## src/rtl/shift_out_stage.sv

```systemverilog
// shift_out_stage
// Registered output stage behind the 16-bit combinational shift_right unit.
// Captures one shifter transaction per cycle, derives status flags at accept
// time, buffers results in a 2-entry skid buffer (main + skid register) and
// hands them downstream over a valid/ready handshake.
//
// Ports:
//   clk        single clock, rising edge
//   reset      synchronous, active-high
//   in_valid   upstream transaction present
//   in_ready   stage can accept (registered, never a function of out_ready)
//   s          shift amount applied to shift_right
//   d_in       operand fed to shift_right
//   d_out      shift_right result (d_in >> s, logical)
//   out_valid  res/flags hold a valid result
//   out_ready  downstream accepts this cycle
//   res        registered shift result
//   flag_z     res == 0
//   flag_n     res[W-1]
//   flag_c     last bit shifted out (d_in[s-1], 0 when s == 0)
//   out_count  output handshakes since reset, modulo 2^CW
module shift_out_stage #(
   parameter int W  = 16,
   parameter int CW = 8
) (
   input  logic          clk,
   input  logic          reset,
   input  logic          in_valid,
   output logic          in_ready,
   input  logic [3:0]    s,
   input  logic [W-1:0]  d_in,
   input  logic [W-1:0]  d_out,
   output logic          out_valid,
   input  logic          out_ready,
   output logic [W-1:0]  res,
   output logic          flag_z,
   output logic          flag_n,
   output logic          flag_c,
   output logic [CW-1:0] out_count
);

   typedef enum logic [1:0] {EMPTY, ONE, FULL} state_t;

   state_t         state;
   logic [W-1:0]   skid_res_p1;
   logic           skid_z_p1;
   logic           skid_n_p1;
   logic           skid_c_p1;

   logic           accept;
   logic           transfer;
   logic           new_z_p0;
   logic           new_n_p0;
   logic           new_c_p0;

   // The carry is the bit that fell off the bottom of the operand, which only
   // the unshifted operand still holds.
   function automatic logic carry_out(input logic [3:0] amt,
                                      input logic [W-1:0] opnd);
      if (amt == 4'd0) return 1'b0;
      return opnd[amt - 4'd1];
   endfunction

   // Stage p0: flags derived from the live shifter inputs at accept time
   assign accept   = in_valid && in_ready;
   assign transfer = out_valid && out_ready;
   assign new_z_p0 = (d_out == '0);
   assign new_n_p0 = d_out[W-1];
   assign new_c_p0 = carry_out(s, d_in);

   // Stage p1: main/skid registers, occupancy FSM and delivery counter
   always_ff @(posedge clk) begin
      if (reset) begin
         state       <= EMPTY;
         in_ready    <= 1'b1;
         out_valid   <= 1'b0;
         res         <= '0;
         flag_z      <= 1'b0;
         flag_n      <= 1'b0;
         flag_c      <= 1'b0;
         skid_res_p1 <= '0;
         skid_z_p1   <= 1'b0;
         skid_n_p1   <= 1'b0;
         skid_c_p1   <= 1'b0;
         out_count   <= '0;
      end else begin
         if (transfer) out_count <= out_count + CW'(1);

         case (state)
            EMPTY: begin
               if (accept) begin
                  res       <= d_out;
                  flag_z    <= new_z_p0;
                  flag_n    <= new_n_p0;
                  flag_c    <= new_c_p0;
                  out_valid <= 1'b1;
                  state     <= ONE;
               end
            end
            ONE: begin
               if (accept && !transfer) begin
                  // Downstream stalled: park the newcomer behind the head.
                  skid_res_p1 <= d_out;
                  skid_z_p1   <= new_z_p0;
                  skid_n_p1   <= new_n_p0;
                  skid_c_p1   <= new_c_p0;
                  in_ready    <= 1'b0;
                  state       <= FULL;
               end else if (accept && transfer) begin
                  res    <= d_out;
                  flag_z <= new_z_p0;
                  flag_n <= new_n_p0;
                  flag_c <= new_c_p0;
               end else if (transfer) begin
                  out_valid <= 1'b0;
                  state     <= EMPTY;
               end
            end
            FULL: begin
               // in_ready is low here, so no accept can coincide.
               if (transfer) begin
                  res      <= skid_res_p1;
                  flag_z   <= skid_z_p1;
                  flag_n   <= skid_n_p1;
                  flag_c   <= skid_c_p1;
                  in_ready <= 1'b1;
                  state    <= ONE;
               end
            end
            default: begin
               state     <= EMPTY;
               in_ready  <= 1'b1;
               out_valid <= 1'b0;
            end
         endcase
      end
   end

endmodule

```

## config.mk

```make
export PLATFORM = sky130hd
export DESIGN_NAME = shift_out_stage
export DESIGN_NICKNAME = d
export VERILOG_FILES = /design/src/rtl/shift_out_stage.sv
export SDC_FILE = /design/constraint.sdc
export NUM_CORES = 1
export LEC_CHECK = 0
export CAP_MARGIN = 25
export CORE_MARGIN = 4
export CORE_UTILIZATION = 51
export CTS_BUF_LIST = sky130_fd_sc_hd__clkbuf_4
export DETAILED_ROUTE_END_ITERATION = 12
export GPL_TIMING_DRIVEN = 0
export PLACE_DENSITY = 0.94
export SLEW_MARGIN = 20
export SYNTH_ARGS = -nofsm -noshare
export SYNTH_HDL_FRONTEND = slang
export SYNTH_SLANG_ARGS = --single-unit
export TNS_END_PERCENT = 50
```

## constraint.sdc

```tcl
create_clock -name clk -period 2.7 [get_ports clk]
set_input_delay 0.27 -clock clk [delete_from_list [all_inputs] [get_ports clk]]
set_output_delay 0.27 -clock clk [all_outputs]
set_load 0.02 [all_outputs]
```

# After elaboration in Yosys (flattened, before gate mapping)
# Cells that the tools add are included.
[totals]
ff_bits = 50
elab_cells = 81
[classes]
addsub = 2
n_lt_le_gt_ge = 1
n_eq_ne = 11
n_mux = 39
bitwise_logic = 2
reduce_logical = 14
[op_table]
columns = ["operator", "n"]
rows = [
  ["2-to-1 mux 16 bit", 4],
  ["case mux 16 bit (3 select lines)", 1],
  ["2-to-1 mux 1 bit", 22],
  ["zero test 16 bit", 1],
  ["case mux 1 bit (3 select lines)", 5],
  ["inequality test 2 bit (second input constant)", 7],
  ["2-to-1 mux 2 bit", 5],
  ["AND reduction 5 bit", 2],
  ["adder 8 x 1 -> 8 bit (second input constant)", 1],
  ["inequality test 3 bit (second input constant)", 2],
  ["case mux 2 bit (3 select lines)", 1],
  ["less-than comparator 4 x 5 -> 1 bit (second input constant)", 1],
  ["binary-select mux 1 bit (select 4 bit)", 1],
  ["logical AND 1 bit", 4],
  ["zero test 4 bit", 1],
  ["AND reduction 4 bit", 1],
  ["subtractor 4 x 1 -> 4 bit (second input constant)", 1],
  ["AND reduction 3 bit", 1],
  ["nonzero test 3 bit", 1],
  ["equality test 2 x 1 -> 1 bit (second input constant)", 1],
  ["equality test 2 bit (second input constant)", 1],
  ["zero test 2 bit", 1],
  ["NOT 1 bit", 2],
  ["AND reduction 2 bit", 1],
  ["zero test 1 bit", 1],
]

# Logic depth before layout (Yosys ltp)
[depth]
word_depth = 7
mapped_depth = 7

# Least setup slack after synthesis
# No wires, ideal clock.
[synth_path]
kind = "input port to flip-flop"
from = "in s[0]"
to = "reg skid_c_p1"
setup_time_ns = 0.134
arrival_time_ns = 1.673
required_time_ns = 2.566
path_slack_ns = 0.893
path_stages = 6
cell_sequence = "inv_1 ha_1 mux4_2 mux2_2 a21oi_2 a211oi_1"
[synth_via]
elab_chain_len = 4
[synth_lines]
columns = ["element", "line_no", "rtl"]
rows = [
  ["start: declaration", "30", "input logic [3:0] s,"],
  ["subtractor 4 x 1 -> 4 bit", "61", "return opnd[amt - 4'd1];"],
  ["binary-select mux 1 bit (select 4 bit)", "61", ""],
  ["2-to-1 mux 1 bit (not written as such)", "61", ""],
  ["2-to-1 mux 1 bit *", "61", ""],
  ["end signal: assignment", "106", "skid_c_p1 <= new_c_p0;"],
  ["end: declaration", "48", "logic skid_c_p1;"],
]
# Every way passes the cells marked *; elsewhere a longest branch is shown, timed or not. The select of a mux whose other input is x is not followed.
# A chain may end at the register's enable or synchronous reset.

# Worst setup path in the final report
# Same ends and word-level chain as after synthesis.

==> reports/results.ini <==
[timing]
setup_tns_ns = 0
finalWorstPathRequiredPeriod_ns = 2.21
clock.fmax_mhz = 452
grt_setup_unrepaired = no
layout_worst_path_cycle_share = 0.819
final.setup_skew_ns = 0.0110
final_setup_margin_ns = 0.489
timing.max_slew.rel_slack = 0.612
timing_worst_slew_pin_value_ns = 0.582
maxSlewViolCount = 0
report.final.setup_viol = 0
timing_hold_violations_final = 0

[worst_setup_path]
critical-path-slowest-cell = sky130_fd_sc_hd__clkdlybuf4s50_1
class_of_the_most_critical_setup_path = in -> reg
worst_setup_path_end_kind = register
cp_cell_sequence = clkdlybuf4s50_1, inv_1, ha_1, mux4_2, mux2_2, a21oi_2, a211oi_1
critical_path.max_stage_delay_ns = 0.59
startpoint_type = primary input
maximum_net_fanout_on_the_critical_path = 5
worst-endpoint-arrival_ns = 2.46
required_arrival_time_at_the_worst_endpoint_ns = 2.94

[layout]
finalNonFillerCells = 391
multi_input_comb_area_um2 = 1130
drive_gt1_frac = 0.0674
area_delta_synth_final_pct = 36.3
nNetsFinal = 383
seq_area_um2 = 961
fillCellCount = 307
antennaDiodeCount = 0

[power_and_ir_drop]
power_density_nw_per_um2 = 591
power.ir.vdd_worst_mv = 0.283
power_leakage_nw = 1.08
power.total_w = 0.00175

[clocking]
tritoncts_clock_tree = built
cts-htree-levels = 2
cts_made_buffers = 5
cts_buffer_depth = 2
clk_slew_on_worst_s_h_paths_ns = 0.14
cts.sink_count = 48
cts_setup_buffers = 0
post_cts_hold_buffer_count = 0
clk-insertion-delay-late_ns = 0.36
cts-root-buf = sky130_fd_sc_hd__clkbuf_4
post_cts_resize_count = 0

[detailed_routing]
detail-route-antenna-nets = 0
drt_drc_violations_left = 0
vias = 2189
routed_length_per_placed_instance_um = 14.3
drt-vias-per-instance = 5.60
drt-total-wl_um = 5590
drtIter0Drc = 211
number_of_search_and_repair_iterations_in_the_first_detailed_routing_pass = 4

[synthesis]
netlist_area_um2 = 2170
synth_nets = 309
netlist_instances = 266
synth_seq_area_share = 0.442
netlist.area_leader.share = 0.442
postSynth.asyncResetShare = 0
synthTopCellsByCount = sky130_fd_sc_hd__nand2_1, sky130_fd_sc_hd__dfxtp_1, sky130_fd_sc_hd__nor2_1
ys_ff_latch = 48
ys_dominant_reg_cell = sky130_fd_sc_hd__dfxtp_1
synth.yosys.warnings = 0
postSynthAreaPerCell_um2 = 8.17
synth_top_cell_by_area = sky130_fd_sc_hd__dfxtp_1
synth_area_leaders = sky130_fd_sc_hd__dfxtp_1, sky130_fd_sc_hd__nand2_1, sky130_fd_sc_hd__a311oi_1
netlist-cell-type-count = 40
yosysMostFrequentCell = sky130_fd_sc_hd__nand2_1
synth-edff-count = 0

[floorplanning]
die_area_um2 = 5370
core_area_um2 = 4060
die-height_um = 73.3
initial_utilization = 0.536
die_w_um = 73.3
io_count = 69
row_count = 23

[placed_design]
place.port_buffers = 67
place_hpwl_um = 4170
dp.cells = 383
place_ws_ns = 0.0880
gp_congestion = 0.872

[grt]
vias_in_the_first_global_route = 2101
grt_first_pass_wirelength_um = 9270
globalRouteTotalUtil = 0.218
grt_start_max_net_pins = 14
grt_overflow_total = 0
antenna_found_initial = 0

[job]
maxCapViolCount = 0

[worst_hold_path]
hold_path_class = in -> reg

[run_status]
outcome = completed

[registers in the layout, summed over array words and instances (netlist names)]
signal	count
out_count	8
in_ready	1
out_valid	1
state	2
skid_z_p1	1
flag_c	1
skid_res_p1	16
skid_c_p1	1
res	16
flag_z	1
[layout by cell type, fill, tap and decap left out, types with 3 or more instances in the layout]
cell	Yosys	routed
sky130_fd_sc_hd__nand2_1	75	75
sky130_fd_sc_hd__clkdlybuf4s50_1	0	67
sky130_fd_sc_hd__dfxtp_1	48	48
sky130_fd_sc_hd__nor2_1	28	28
sky130_fd_sc_hd__a21oi_1	26	26
sky130_fd_sc_hd__a311oi_1	16	16
sky130_fd_sc_hd__buf_2	7	7
sky130_fd_sc_hd__clkbuf_4	0	7
sky130_fd_sc_hd__clkbuf_1	6	6
sky130_fd_sc_hd__nor4_1	4	4
sky130_fd_sc_hd__nand4_1	4	4
sky130_fd_sc_hd__o21ai_0	4	4
sky130_fd_sc_hd__xor2_1	4	4
sky130_fd_sc_hd__nand3_1	3	3
sky130_fd_sc_hd__o21bai_1	3	3
sky130_fd_sc_hd__ha_1	3	3
[metrics by stage]
stage               hold WS (ns)  cell area (um^2)   util
CTS                        0.326              2960  0.730
detailed placement         0.447              2910  0.716
global placement           0.442              2910  0.716
finish                     0.342              2960  0.730
global route               0.338              2960  0.730
floorplan                  0.406              2170      -
[critical path, delay by kind of cell]
| family | cells | cell delay, ns |
|---|---|---|
| muxes | 2 | 0.80 |
| buffers and inverters | 2 | 0.72 |
| AOI/OAI and AO/OA | 2 | 0.26 |
| adders and majority gates | 1 | 0.41 |
[cell type report]
| class | instances | area share |
|---|---|---|
| clock buffer | 7 | 0.0177 |
| inverter | 2 | 0.00253 |
| buffer | 17 | 0.0262 |
| sequential | 48 | 0.324 |
| timing repair buffer | 67 | 0.226 |
| tap | 50 | 0.0211 |
| clock inverter | 1 | 0.00127 |
| multi-input combinational | 199 | 0.380 |
[final timing paths]
kind                  startpoint               to  slack [ns]  cells after the start
setup reg to reg       out_valid  skid_res_p1[11]        0.85                      6
hold reg to reg   skid_res_p1[6]   skid_res_p1[6]        0.46                      2
hold / removal             reset         state[1]        0.34                      2
setup / recovery            s[0]        skid_c_p1        0.49                      7
[report_power, final]
part / switching (W) / internal [W] / leakage [nW]
clock: 0.000219 / 0.000121 / 0.0338
combinational: 0.000304 / 0.000270 / 0.659
sequential: 0.0000489 / 0.000787 / 0.392
total: 0.000572 / 0.00118 / 1.08
[per-layer routing]
metal | vias up | GRT usage | wire length (um)
met5 | - | 0 | 0
met4 | 0 | 0.0922 | 139
met3 | 14 | 0.0424 | 550
met2 | 113 | 0.366 | 2670
met1 | 986 | 0.270 | 2230
li1 | 1076 | - | -
[cells by family after synthesis]
kind of cell             synth area share
AO/OA/AOI/OAI                       0.174
XOR/XNOR                           0.0242
adder cells (fa/ha/maj)            0.0173
buffers and inverters              0.0391
flip-flops                          0.442
multiplexers                       0.0599
AND/OR/NAND/NOR                     0.244
Note: power is estimated with default switching activity, not from simulation.
